<file path="src/rtl/reg_dump_ctrl.sv">
// reg_dump_ctrl
//   Reader-side companion to the processor register file. It walks a
//   contiguous, wrap-around range of register indices through one read port.
//   Each word is streamed out on a valid/ready interface and tagged with its
//   index. The debug/trace path uses it to dump architectural state while
//   the write port keeps running.
//
// Ports
//   clk, rst_n            system clock, asynchronous active-low reset
//   start                 begin a dump (only looked at while idle)
//   abort                 synchronous cancel of a dump in progress
//   first_reg, last_reg   inclusive index range, captured with start
//   rf_ra / rf_rd         register-file read address / combinational data
//   out_valid/out_ready   output handshake
//   out_data, out_idx     captured word and its register index
//   out_last              marks the final word of the dump
//   busy                  high whenever a dump is in progress
//   done                  one-cycle pulse when a dump finishes or is aborted
//
// state | meaning
// ------+--------------------------------------------------------------
// IDLE  | waiting for start
// READ  | rf_ra = ptr; capture rf_rd into the output register
// SEND  | word presented on the output, waiting for the handshake
// DONE  | one-cycle done pulse, then back to IDLE

module reg_dump_ctrl #(
    parameter int DATA_W = 32,
    parameter int ADDR_W = 4
) (
    input  logic              clk,
    input  logic              rst_n,
    input  logic              start,
    input  logic              abort,
    input  logic [ADDR_W-1:0] first_reg,
    input  logic [ADDR_W-1:0] last_reg,
    output logic [ADDR_W-1:0] rf_ra,
    input  logic [DATA_W-1:0] rf_rd,
    output logic              out_valid,
    input  logic              out_ready,
    output logic [DATA_W-1:0] out_data,
    output logic [ADDR_W-1:0] out_idx,
    output logic              out_last,
    output logic              busy,
    output logic              done
);

    typedef enum logic [1:0] {
        ST_IDLE = 2'd0,
        ST_READ = 2'd1,
        ST_SEND = 2'd2,
        ST_DONE = 2'd3
    } state_t;

    state_t              state_q, state_d;
    logic [ADDR_W-1:0]   ptr_q, ptr_d;
    logic [ADDR_W-1:0]   last_q, last_d;
    logic [DATA_W-1:0]   out_data_q, out_data_d;
    logic [ADDR_W-1:0]   out_idx_q, out_idx_d;
    logic                out_valid_q, out_valid_d;
    logic                out_last_q, out_last_d;

    always_ff @(posedge clk or negedge rst_n) begin
        if (!rst_n) begin
            state_q     <= ST_IDLE;
            ptr_q       <= '0;
            last_q      <= '0;
            out_data_q  <= '0;
            out_idx_q   <= '0;
            out_valid_q <= 1'b0;
            out_last_q  <= 1'b0;
        end else begin
            state_q     <= state_d;
            ptr_q       <= ptr_d;
            last_q      <= last_d;
            out_data_q  <= out_data_d;
            out_idx_q   <= out_idx_d;
            out_valid_q <= out_valid_d;
            out_last_q  <= out_last_d;
        end
    end

    always_comb begin
        state_d     = state_q;
        ptr_d       = ptr_q;
        last_d      = last_q;
        out_data_d  = out_data_q;
        out_idx_d   = out_idx_q;
        out_valid_d = out_valid_q;
        out_last_d  = out_last_q;

        case (state_q)
            ST_IDLE: begin
                if (start) begin
                    ptr_d   = first_reg;
                    last_d  = last_reg;
                    state_d = ST_READ;
                end
            end

            ST_READ: begin
                if (abort) begin
                    out_valid_d = 1'b0;
                    out_last_d  = 1'b0;
                    state_d     = ST_DONE;
                end else begin
                    // rf_rd is sampled as presented this cycle, so a write
                    // landing on the same edge is not seen in this word.
                    out_data_d  = rf_rd;
                    out_idx_d   = ptr_q;
                    out_last_d  = (ptr_q == last_q);
                    out_valid_d = 1'b1;
                    state_d     = ST_SEND;
                end
            end

            ST_SEND: begin
                if (abort) begin
                    out_valid_d = 1'b0;
                    out_last_d  = 1'b0;
                    state_d     = ST_DONE;
                end else if (out_valid_q && out_ready) begin
                    out_valid_d = 1'b0;
                    if (ptr_q == last_q) begin
                        state_d = ST_DONE;
                    end else begin
                        // Natural modulo-2**ADDR_W wrap takes the top index to 0.
                        ptr_d   = ptr_q + ADDR_W'(1);
                        state_d = ST_READ;
                    end
                end
            end

            ST_DONE: begin
                state_d = ST_IDLE;
            end

            default: begin
                state_d = ST_IDLE;
            end
        endcase
    end

    assign rf_ra     = ptr_q;
    assign out_valid = out_valid_q;
    assign out_data  = out_data_q;
    assign out_idx   = out_idx_q;
    assign out_last  = out_last_q;
    assign busy      = (state_q != ST_IDLE);
    assign done      = (state_q == ST_DONE);

endmodule

</file>
<file path="config.mk">
export PLATFORM = sky130hd
export DESIGN_NAME = reg_dump_ctrl
export DESIGN_NICKNAME = d
export VERILOG_FILES = /design/src/rtl/reg_dump_ctrl.sv
export SDC_FILE = /design/constraint.sdc
export NUM_CORES = 1
export LEC_CHECK = 0
export ABC_CLOCK_PERIOD_IN_PS = 4750
export BUFFER_PORTS_ARGS = -buffer_cell sky130_fd_sc_hd__buf_2
export CORE_MARGIN = 2
export CORE_UTILIZATION = 46
export CTS_CLUSTER_SIZE = 25
export DETAILED_ROUTE_END_ITERATION = 12
export PLACE_DENSITY = 0.84
export SLEW_MARGIN = 10
export SYNTH_ARGS = -nofsm -noshare
export SYNTH_HDL_FRONTEND = slang
export SYNTH_SLANG_ARGS = --single-unit
</file>
<file path="constraint.sdc">
create_clock -name clk -period 4.75 [get_ports clk]
set_input_delay 0.2375 -clock clk [delete_from_list [all_inputs] [get_ports clk]]
set_output_delay 0.2375 -clock clk [all_outputs]
set_load 0.01 [all_outputs]
</file>
* Yosys cells after proc, flatten, opt, wreduce, memory -nomap -nowiden *
Cells that the tools add are included.

cells by class
  add/subtract/negate cells = 1
  multiplexer cells = 18
  shift operators = 0
  equal/unequal tests = 10
  reductions and logical operators = 11
  multipliers = 0
  divide/modulo/power cells = 0
  order comparisons = 0
  bitwise gates (word level) = 1

operators with widths
  cell                   count
  $mux W4                4
  $ne A2 B2 Y1 const B   5
  $reduce_and A2 Y1      5
  $mux W2                4
  $pmux W2 S4            1
  $pmux W4 S2            1
  $mux W1                6
  $reduce_bool A2 Y1     3
  $reduce_and A5 Y1      1
  $add A4 B1 Y4 const B  1
  $eq A2 B2 Y1 const B   2
  $eq A4 B4 Y1           1
  $pmux W1 S2            2
  $ne A3 B3 Y1 const B   1
  $eq A2 B1 Y1 const B   1
  $logic_not A2 Y1       1
  $logic_and A1 B1 Y1    1
  $not A1 Y1             1

word-level totals
  memory bits (read-only) = 0
  word-level logic and storage cells = 48
  memories = 0
  RAM bits = 0
  bits in registers = 48
  input bits = 45
  latch bits = 0

* Depth between registers and ports, before layout *
Gate-level depths: netlist (run 1).

  depth after elaboration = 5
  gate-level depth with buffers = 6

* Least setup slack after synthesis (run 1) *
OpenSTA, ideal clock, no wires.

  kind = register to register
  start = register state_q[0]
  end = register ptr_q[3], in the netlist rf_ra[3]
  clock period less this slack = 1544 ps
  arrival time = 1414 ps
  library setup time = 130 ps
  stages on the path, launching flop included = 7
  slack = 3206 ps
  cells stage by stage = dfrtp_1 > buf_6 > or3b_1 > buf_6 > and3_4 > a211oi_2 > o22ai_1

between the ends
  longest elaborated chain between the ends = 3
  elaborated cells on any way between the ends = 9

ends and longest elaborated chain
  what                                                                 RTL line  RTL
  from (decl)                                                          55        state_t state_q, state_d;
  from (signal assigned)                                               73        state_q <= state_d;
  $eq A2 B2 Y1 / $logic_not A2 Y1 (equally long branches)              92        case (state_q)
  $ne A2 B2 Y1 (no line) / $reduce_bool A2 Y1 (equally long branches)  n/a
  $reduce_and A5 Y1 (no line)                                          n/a
  to (signal assigned)                                                 74        ptr_q <= ptr_d;
  to (decl)                                                            56        logic [ADDR_W-1:0] ptr_q, ptr_d;

Several ways; a longest one is shown, not always the timed one.
A chain may end at the register's enable or synchronous reset.

* Worst setup path after layout (run 1) *
  start = register state_q[1]
  end = register out_data_q[8], in the netlist out_data[8]

between the ends
  longest elaborated chain between the ends = 2

ends and longest elaborated chain
  what                         RTL line  RTL
  $eq A2 B1 Y1                 92
  $reduce_and A2 Y1 (no line)  n/a
  to (signal assigned)         76        out_data_q <= out_data_d;
  to (decl)                    58        logic [DATA_W-1:0] out_data_q, out_data_d;

No other way between the ends.

==> metrics.txt, run 1 <==
status finished clean; final hold violations 0; register area share after synthesis 58.4%; Final Cycle Share 43.9%; critical path class register to register; relative slew slack 32.6%; post-synthesis cell type count 36; Setup crit end kind register; initial antenna violation count 0; cts hold-fix bufs 0; IO Port Bufs 88; leakage 1.29 nW; CP Buf/Inv Count 1; Slew Viols, Final 0; gr usage total 16.9%; RSZ-0062 raised after global routing no; CTS buffer count 5; root buffer cell clkbuf_8; post-CTS sizing 0; antenna fix cells 0; PnR worst setup slack 2.66 ns; vias per inst 5.06; Core Footprint 0.00432 mm^2; IO Pins 89; drt wl/cell 14.1 um; FF-to-FF End out_data[8]; Max-cap violations 0; critical-path cell list inv_1 -> nand2_1 -> nor2_4 -> mux2_2; fin util 61.3%; peak supply drop 0.374 mV; Worst R2R Setup Slack 2.66 ns; Post-CTS Setup Inserts 0; CP top delay family simple AND/OR/NAND/NOR gates; crit path max-delay cell type nor2_4; die span in y 70.9 um; Crit. path cell count 4; CP peak stage delay 0.76 ns; post-synthesis register bit count 48; CTS tree yes; initial core utilization 47.5%; Critical Path RT 4.93 ns; chip width 70.9 um; synthesized cell area 0.00206 mm^2; crit start category register; Worst Setup SP state_q[1]; CTS Sinks 48; Worst Skew 0.00858 ns; first-pass GRT wire length 6710 um; crit path max fanout 36; later-pin clock latency in the skew report 0.29 ns; Syn Inst Count 145; layout net count 280; setup TNS 0 ns; Final ANT Viol Nets 0; die area 0.00502 mm^2; largest net degree at the start of global routing 49; pre-CTS setup slack 2.65 ns; gr ovfl total 0; post-DP HPWL 3010 um; FF-to-FF Start state_q[1]; R2R cell count 4; Worst-path clk slew 0.08 ns; fraction of layout cells with a size suffix above 1 58.5%; syn_nets 191; Clock Path Buffers 2; area delta synth->final 29.0%; pwr dens 691 mW/mm^2; final count of negative-setup-slack endpoints 0; CTS H-Tree Depth 2; DR vias 1447; GP Congestion 0.821; vias in the first global route 1520; DR iter-0 viols 154; Final Cell Area 0.00265 mm^2; min Tclk post-route 2.09 ns; Mean Syn Cell Area 14.2 um^2; Cell Area, Placed 0.00252 mm^2; Critical Path Sink out_data[8]; Std-Cell Rows 24; top achievable clock speed 479 MHz; pin slew with the least headroom to its limit 1.01 ns; hold crit path type input pin to async pin; Initial DRT Pass Iterations 4; Total Wirelength 4030 um; DRC violation count after routing 0; final hold slack 0.109 ns; YS warnings 0; crit path DAT 2.27 ns
cells in the final DEF (no fill, tap or decap), types with 2 or more instances in the layout:
cell type and instances:
a22oi_1 2, buf_2 88, bufinv_16 2, clkbuf_8 5, dfrtp_1 48, inv_1 3
mux2_1 4, mux2_2 36, nand2_1 4, nand2b_1 3, nand3_1 2, nor2b_1 2
nor3_1 2, nor3b_1 2, o21ai_0 5, o22ai_1 2, xor2_1 4
how the worst min path moves through the flow:
stage,end
floorplan,last_q[0]
global placement,out_data[7]
detailed placement,out_data[7]
CTS,out_data[7]
global route,out_data[10]
finish,out_data[31]
cells in the mapped netlist (all sizes together):
cell / number / area share (%)
dfrtp: 48 / 58
mux2: 40 / 22
buf: 6 / 2.1
o21ai: 5 / 1.2
nand2: 4 / 0.73
xor2: 4 / 1.7
inv: 3 / 0.55
nand2b: 3 / 0.91
a22oi: 2 / 0.73
nand3: 2 / 0.49
nor2: 2 / 0.49
nor2b: 2 / 0.61
nor3: 2 / 0.49
nor3b: 2 / 0.73
o22ai: 2 / 0.61
a211oi: 1 / 0.61
a21bo: 1 / 0.49
a21o: 1 / 0.37
a21oi: 1 / 0.24
a221oi: 1 / 0.43
a22o: 1 / 0.43
a311oi: 1 / 0.43
and2: 1 / 0.30
and3: 1 / 0.55
ha: 1 / 0.61
mux2i: 1 / 0.49
nand4b: 1 / 0.43
nor4: 1 / 1.0
o211a: 1 / 0.49
o31ai: 1 / 0.37
or2: 1 / 0.30
or3b: 1 / 0.43
or4: 1 / 0.37
cell type report:
class                           instances  area [um^2]
Clock inverter                          2         60.1
Timing Repair Buffer                   88          440
Tap cell                               52         65.1
Clock buffer                            5         68.8
Inverter                                3         11.3
Multi-Input combinational cell         88          806
Sequential cell                        48         1200
Fill cell                             354         1670
where the power goes:
part	internal [W]	switching (W)	total, W	leakage, nW
Clock	0.000207	0.000127	0.000334	0.0642
Sequential	0.000611	0.000145	0.000756	0.572
Combinational	0.000390	0.000353	0.000743	0.649
Total	0.00121	0.000625	0.00183	1.29
per-stage QoR:
| step | total power (W) | cells |
|---|---|---|
| final | 0.00183 | 286 |
| after global routing | 0.00196 | 286 |
| after CTS | 0.00186 | 286 |
| after detailed placement | 0.00152 | 279 |
| after global placement | 0.00148 | 279 |
| after floorplan | 0.00124 | 145 |
logic make-up after synthesis:
logic type | after synthesis | share of synthesized area, %
AOI/OAI and AO/OA | 18 | 6.39
xor gates and xnor gates | 4 | 1.70
adders and majority gates | 1 | 0.609
buffers and inverters | 9 | 2.62
DFF | 48 | 58.4
muxes | 41 | 22.4
and+or+nand+nor | 24 | 7.85
per-layer routing:
metal	GRT usage [%]	up-vias	wire [um]
met3	4.84	7	269
met2	28.6	49	2010
met4	6.29	0	61
li1	-	697	-
met5	0	-	0
met1	20.8	694	1690
worst register-to-register path, cell delays in order, from the launching register on:
cell and delay, ns:
dfrtp_1 0.52, inv_1 0.15, nand2_1 0.11, nor2_4 0.76
mux2_2 0.44
state kept, by name, summed over array words and instances (netlist names):
signal and count:
out_idx 4, rf_ra 4, out_last 1, out_data 32
state_q 2, last_q 4, out_valid 1
No activity file was read; power rests on OpenSTA's default activity.
==> run 2: changes to the inputs <==
- ABC_CLOCK_PERIOD_IN_PS: 4750 -> 1800
- CORE_UTILIZATION: 46 -> 42
- PLACE_DENSITY: 0.84 -> 0.81
- clock period: 4.75 -> 1.8 ns (I/O delays scaled with it)
==> metrics.txt, run 2 (synthesis gave the netlist of run 1 again) <==
status finished clean; Core Footprint 0.00472 mm^2; CTS H-Tree Depth 2; min Tclk post-route 1.58 ns; initial antenna violation count 0; gr usage total 15.8%; gr ovfl total 0; pre-CTS setup slack 0.233 ns; clock power share 15.1%; Critical Path RT 1.97 ns; first-pass GRT wire length 6710 um; Max-cap violations 0; Final Cycle Share 87.6%; IO Pins 89; most frequent cells in the layout buf_2 (88), dfrtp_1 (48), mux2_2 (36); FF-to-FF End rf_ra[3]; critical path class register to register; top achievable clock speed 634 MHz; Worst-path clk slew 0.08 ns; Post-CTS Setup Inserts 0; NetSw 0.00164 W; fraction of layout cells with a size suffix above 1 58.8%; root buffer cell clkbuf_8; R2R cell count 4; Setup crit end kind register; die span in y 74.0 um; GP Congestion 0.875; RSZ-0062 raised after global routing no; Slew Viols, Final 0; CTS tree yes; DR vias 1513; CTS Sinks 48; post-DP HPWL 3070 um; Sw Share 34.6%; number of cells after detailed placement 299; pin slew with the least headroom to its limit 0.516 ns; leakage 1.31 nW; combinational fraction of design power 44.3%; Non-Filler Instances 307; largest net degree at the start of global routing 37; Std-Cell Rows 25; area delta synth->final 32.5%; vias per inst 4.93; initial core utilization 43.5%; fin util 57.7%; drt wl/cell 13.2 um; crit path DAT 1.75 ns; max reg flops 32; later-pin clock latency in the skew report 0.29 ns; IO Port Bufs 88; peak supply drop 0.829 mV; chip width 74.0 um; pwr dens 1750 mW/mm^2; crit path max fanout 8; die area 0.00547 mm^2; final hold violations 0; hold crit path type input pin to register; Clock Path Buffers 2; Worst Skew 0.00568 ns; Initial DRT Pass Iterations 4; CTS buffer count 5; PnR worst setup slack 0.223 ns; critical-path cell list or3b_1 -> and3_4 -> a211oi_2 -> o22ai_1; relative slew slack 65.6%; crit path max-delay cell type or3b_1; Worst Setup SP state_q[1]; setup TNS 0 ns; DR iter-0 viols 45; vias in the first global route 1546; Critical Path Sink rf_ra[3]; DRC violation count after routing 0; sequential share of power 40.6%; commonest non-fill, non-tap cell in the layout buf_2; crit start category register; FF-to-FF Start state_q[1]; layout net count 287; Power Internal 0.00311 W; Worst R2R Setup Slack 0.22 ns; CP peak stage delay 0.52 ns; antenna fix cells 0; final count of negative-setup-slack endpoints 0; Final ANT Viol Nets 0; Total Wirelength 4040 um
-- run 2: critical path, delay by kind of cell, from the launching register on --
kind / cells / cell delay (ns)
and+or+nand+nor: 2 / 0.75
DFF: 1 / 0.43
AOI/OAI and AO/OA: 2 / 0.28
-- run 2: how the worst min path moves through the flow --
stage,from,to,cells past startpoint
CTS,rf_rd[26],out_data[26],2
finish,rf_rd[26],out_data[26],2
global route,rf_rd[7],out_data[7],2
floorplan,rst_n,last_q[0],0
global placement,rst_n,last_q[0],1
detailed placement,rst_n,last_q[3],1
-- run 2: metal layers --
metal / global-route usage [%] / vias up / routed length (um)
met5: 0 / - / 0
met4: 5.66 / 0 / 44
met3: 4.07 / 7 / 316
met2: 24.2 / 76 / 1900
met1: 21.9 / 717 / 1780
li1: - / 713 / -
-- run 2: power groups by stage --
stage	Clock [W]	Combinational, W	Sequential, W
final	0.000716	0.00211	0.00193
after CTS	0.000752	0.00214	0.00194
after global routing	0.000790	0.00232	0.00202
after global placement	0	0.00210	0.00193
after detailed placement	0	0.00213	0.00195
after floorplan	0	0.00112	0.00216
-- run 2: through the flow --
step	power, W	hold slack [ns]	area, um^2
after floorplan	0.00328	-0.206	2060
after global routing	0.00513	0.00581	2720
final	0.00476	0.0166	2720
after global placement	0.00403	0.100	2610
after detailed placement	0.00409	0.0909	2610
after CTS	0.00483	0.00296	2720
-- run 2: area by class of cell --
cell class / instances / area [um^2]
inverter: 3 / 11.3
tap: 67 / 83.8
multi-input combinational: 88 / 806
timing repair buffer: 95 / 523
fill: 383 / 2000
clock inverter: 1 / 30.0
clock buffer: 5 / 68.8
sequential: 48 / 1200
-- run 2: what timing repair did --
| item | CTS | global route |
|---|---|---|
| hold endpoints to repair | 23 | 0 |
| gates resized for setup | 0 | 0 |
| endpoints found under the setup margin | 0 | 0 |
| hold buffers | 2 | 0 |
==> run 3: changes to the inputs <==
- CAP_MARGIN: default -> 40
- CELL_PAD_IN_SITES_DETAIL_PLACEMENT: default -> 1
- CELL_PAD_IN_SITES_GLOBAL_PLACEMENT: default -> 2
- CORE_UTILIZATION: 42 -> 27
==> metrics.txt, run 3 (synthesis gave the netlist of run 1 again) <==
root buffer cell clkbuf_8; DRC violation count after routing 0; NetSw 0.00171 W; Final Cycle Share 88.2%; Multi-input gate area 806 um^2; RSZ-0062 raised after global routing no; CTS tree yes; filler cell count in the final layout 821; sequential share of power 40.9%; gr usage total 12.1%; IO Port Bufs 88; IO Pins 89; cts hold-fix bufs 2; storage element area 0.00120 mm^2; most frequent cells in the layout buf_2 (88), dfrtp_1 (48), mux2_2 (36); commonest non-fill, non-tap cell in the layout buf_2; top achievable clock speed 630 MHz; relative slew slack 73.4%; CTS Sinks 48; Total Wirelength 4900 um; initial antenna violation count 0; drt wl/cell 14.2 um; DR iter-0 viols 36; Max-cap violations 0; Worst-path clk slew 0.08 ns; Final ANT Viol Nets 0; largest net degree at the start of global routing 27; Setup crit end kind register; peak supply drop 0.656 mV; die span in y 91.3 um; leakage 1.32 nW; Critical Path RT 2.00 ns; Slew Viols, Final 0; post-CTS sizing 0; Initial DRT Pass Iterations 4; fraction of layout cells with a size suffix above 1 58.8%; Std-Cell Rows 31; layout net count 290; GP Congestion 0.833; pwr dens 1720 mW/mm^2; combinational fraction of design power 45.3%; final count of negative-setup-slack endpoints 0; chip width 91.3 um; final hold violations 0; die area 0.00833 mm^2; CTS buffer count 5; final hold slack 0.0105 ns; vias per inst 4.48; Pwr Total 0.00475 W; Post-CTS Setup Inserts 0; critical path class register to register; pin slew with the least headroom to its limit 0.396 ns; Worst Skew 0.00240 ns; gr ovfl total 0; crit path DAT 1.79 ns; post-DP HPWL 3840 um; DR vias 1542; area delta synth->final 34.5%; initial core utilization 28.0%; Power Internal 0.00304 W; status finished clean; Clock Path Buffers 2; later-pin clock latency in the skew report 0.29 ns; crit path max fanout 6; min Tclk post-route 1.59 ns; crit start category register; setup TNS 0 ns; Sw Share 36.0%; CTS H-Tree Depth 2; vias in the first global route 1674; max reg flops 32; clock power share 13.8%; hold crit path type input pin to register; first-pass GRT wire length 8100 um; antenna fix cells 0; Core Footprint 0.00733 mm^2
==> run 3: changes by cell type in the layout (fill, tap and decap cells not counted), sizes merged <==
cell	previous run	this run
clkbuf	5	8
bufinv	1	0
buf	93	96
==> run 3: cell type report <==
cell class | instances | area share, %
inverters | 3 | 0.407
well taps | 99 | 4.48
repair buffers | 98 | 19.3
clock buffers | 8 | 3.26
multi-input cells | 88 | 29.1
flip-flops and latches | 48 | 43.4
==> run 3: worst max-delay path, cell delays in order (launching register included) <==
cell	delay, ns
dfrtp_1	0.45
xor2_1	0.19
nor4_4	0.45
nor2b_1	0.14
a311oi_1	0.27
==> run 3: power by group through the flow <==
stage	sequential, W	clock [W]	combinational (W)
after floorplan	0.00216	0	0.00112
after global placement	0.00193	0	0.00215
after detailed placement	0.00198	0	0.00219
after CTS	0.00196	0.000686	0.00220
after global routing	0.00204	0.000735	0.00234
final	0.00195	0.000657	0.00215
==> run 3: per-layer routing <==
metal  global-route usage [%]  wire (um)
met3                     3.65        299
met5                        0          0
met4                     3.16         33
met1                     15.2       2130
met2                     20.3       2440
==> run 3: stage by stage <==
stage	instance area [um^2]	std cells	setup slack, ns	util [%]
3_5_place_dp	2660	334	0.209	36.2
6_report	2770	344	0.212	37.7
3_3_place_gp	2660	334	0.234	36.2
4_1_cts	2770	344	0.186	37.7
2_1_floorplan	2060	145	0.256	-
5_1_grt	2770	344	0.0709	37.7
==> run 3: worst paths after layout <==
path,to,slack [ns],from,cells past startpoint
max in group asynchronous,out_data[21],1.21,rst_n,3
max reg2reg,rf_ra[0],0.21,rf_ra[1],4
min reg2reg,out_data[10],0.49,out_data[10],1
min,out_data[7],0.01,rf_rd[7],2
min in group asynchronous,rf_ra[3],0.32,rst_n,3
max,rf_ra[0],0.21,rf_ra[1],4
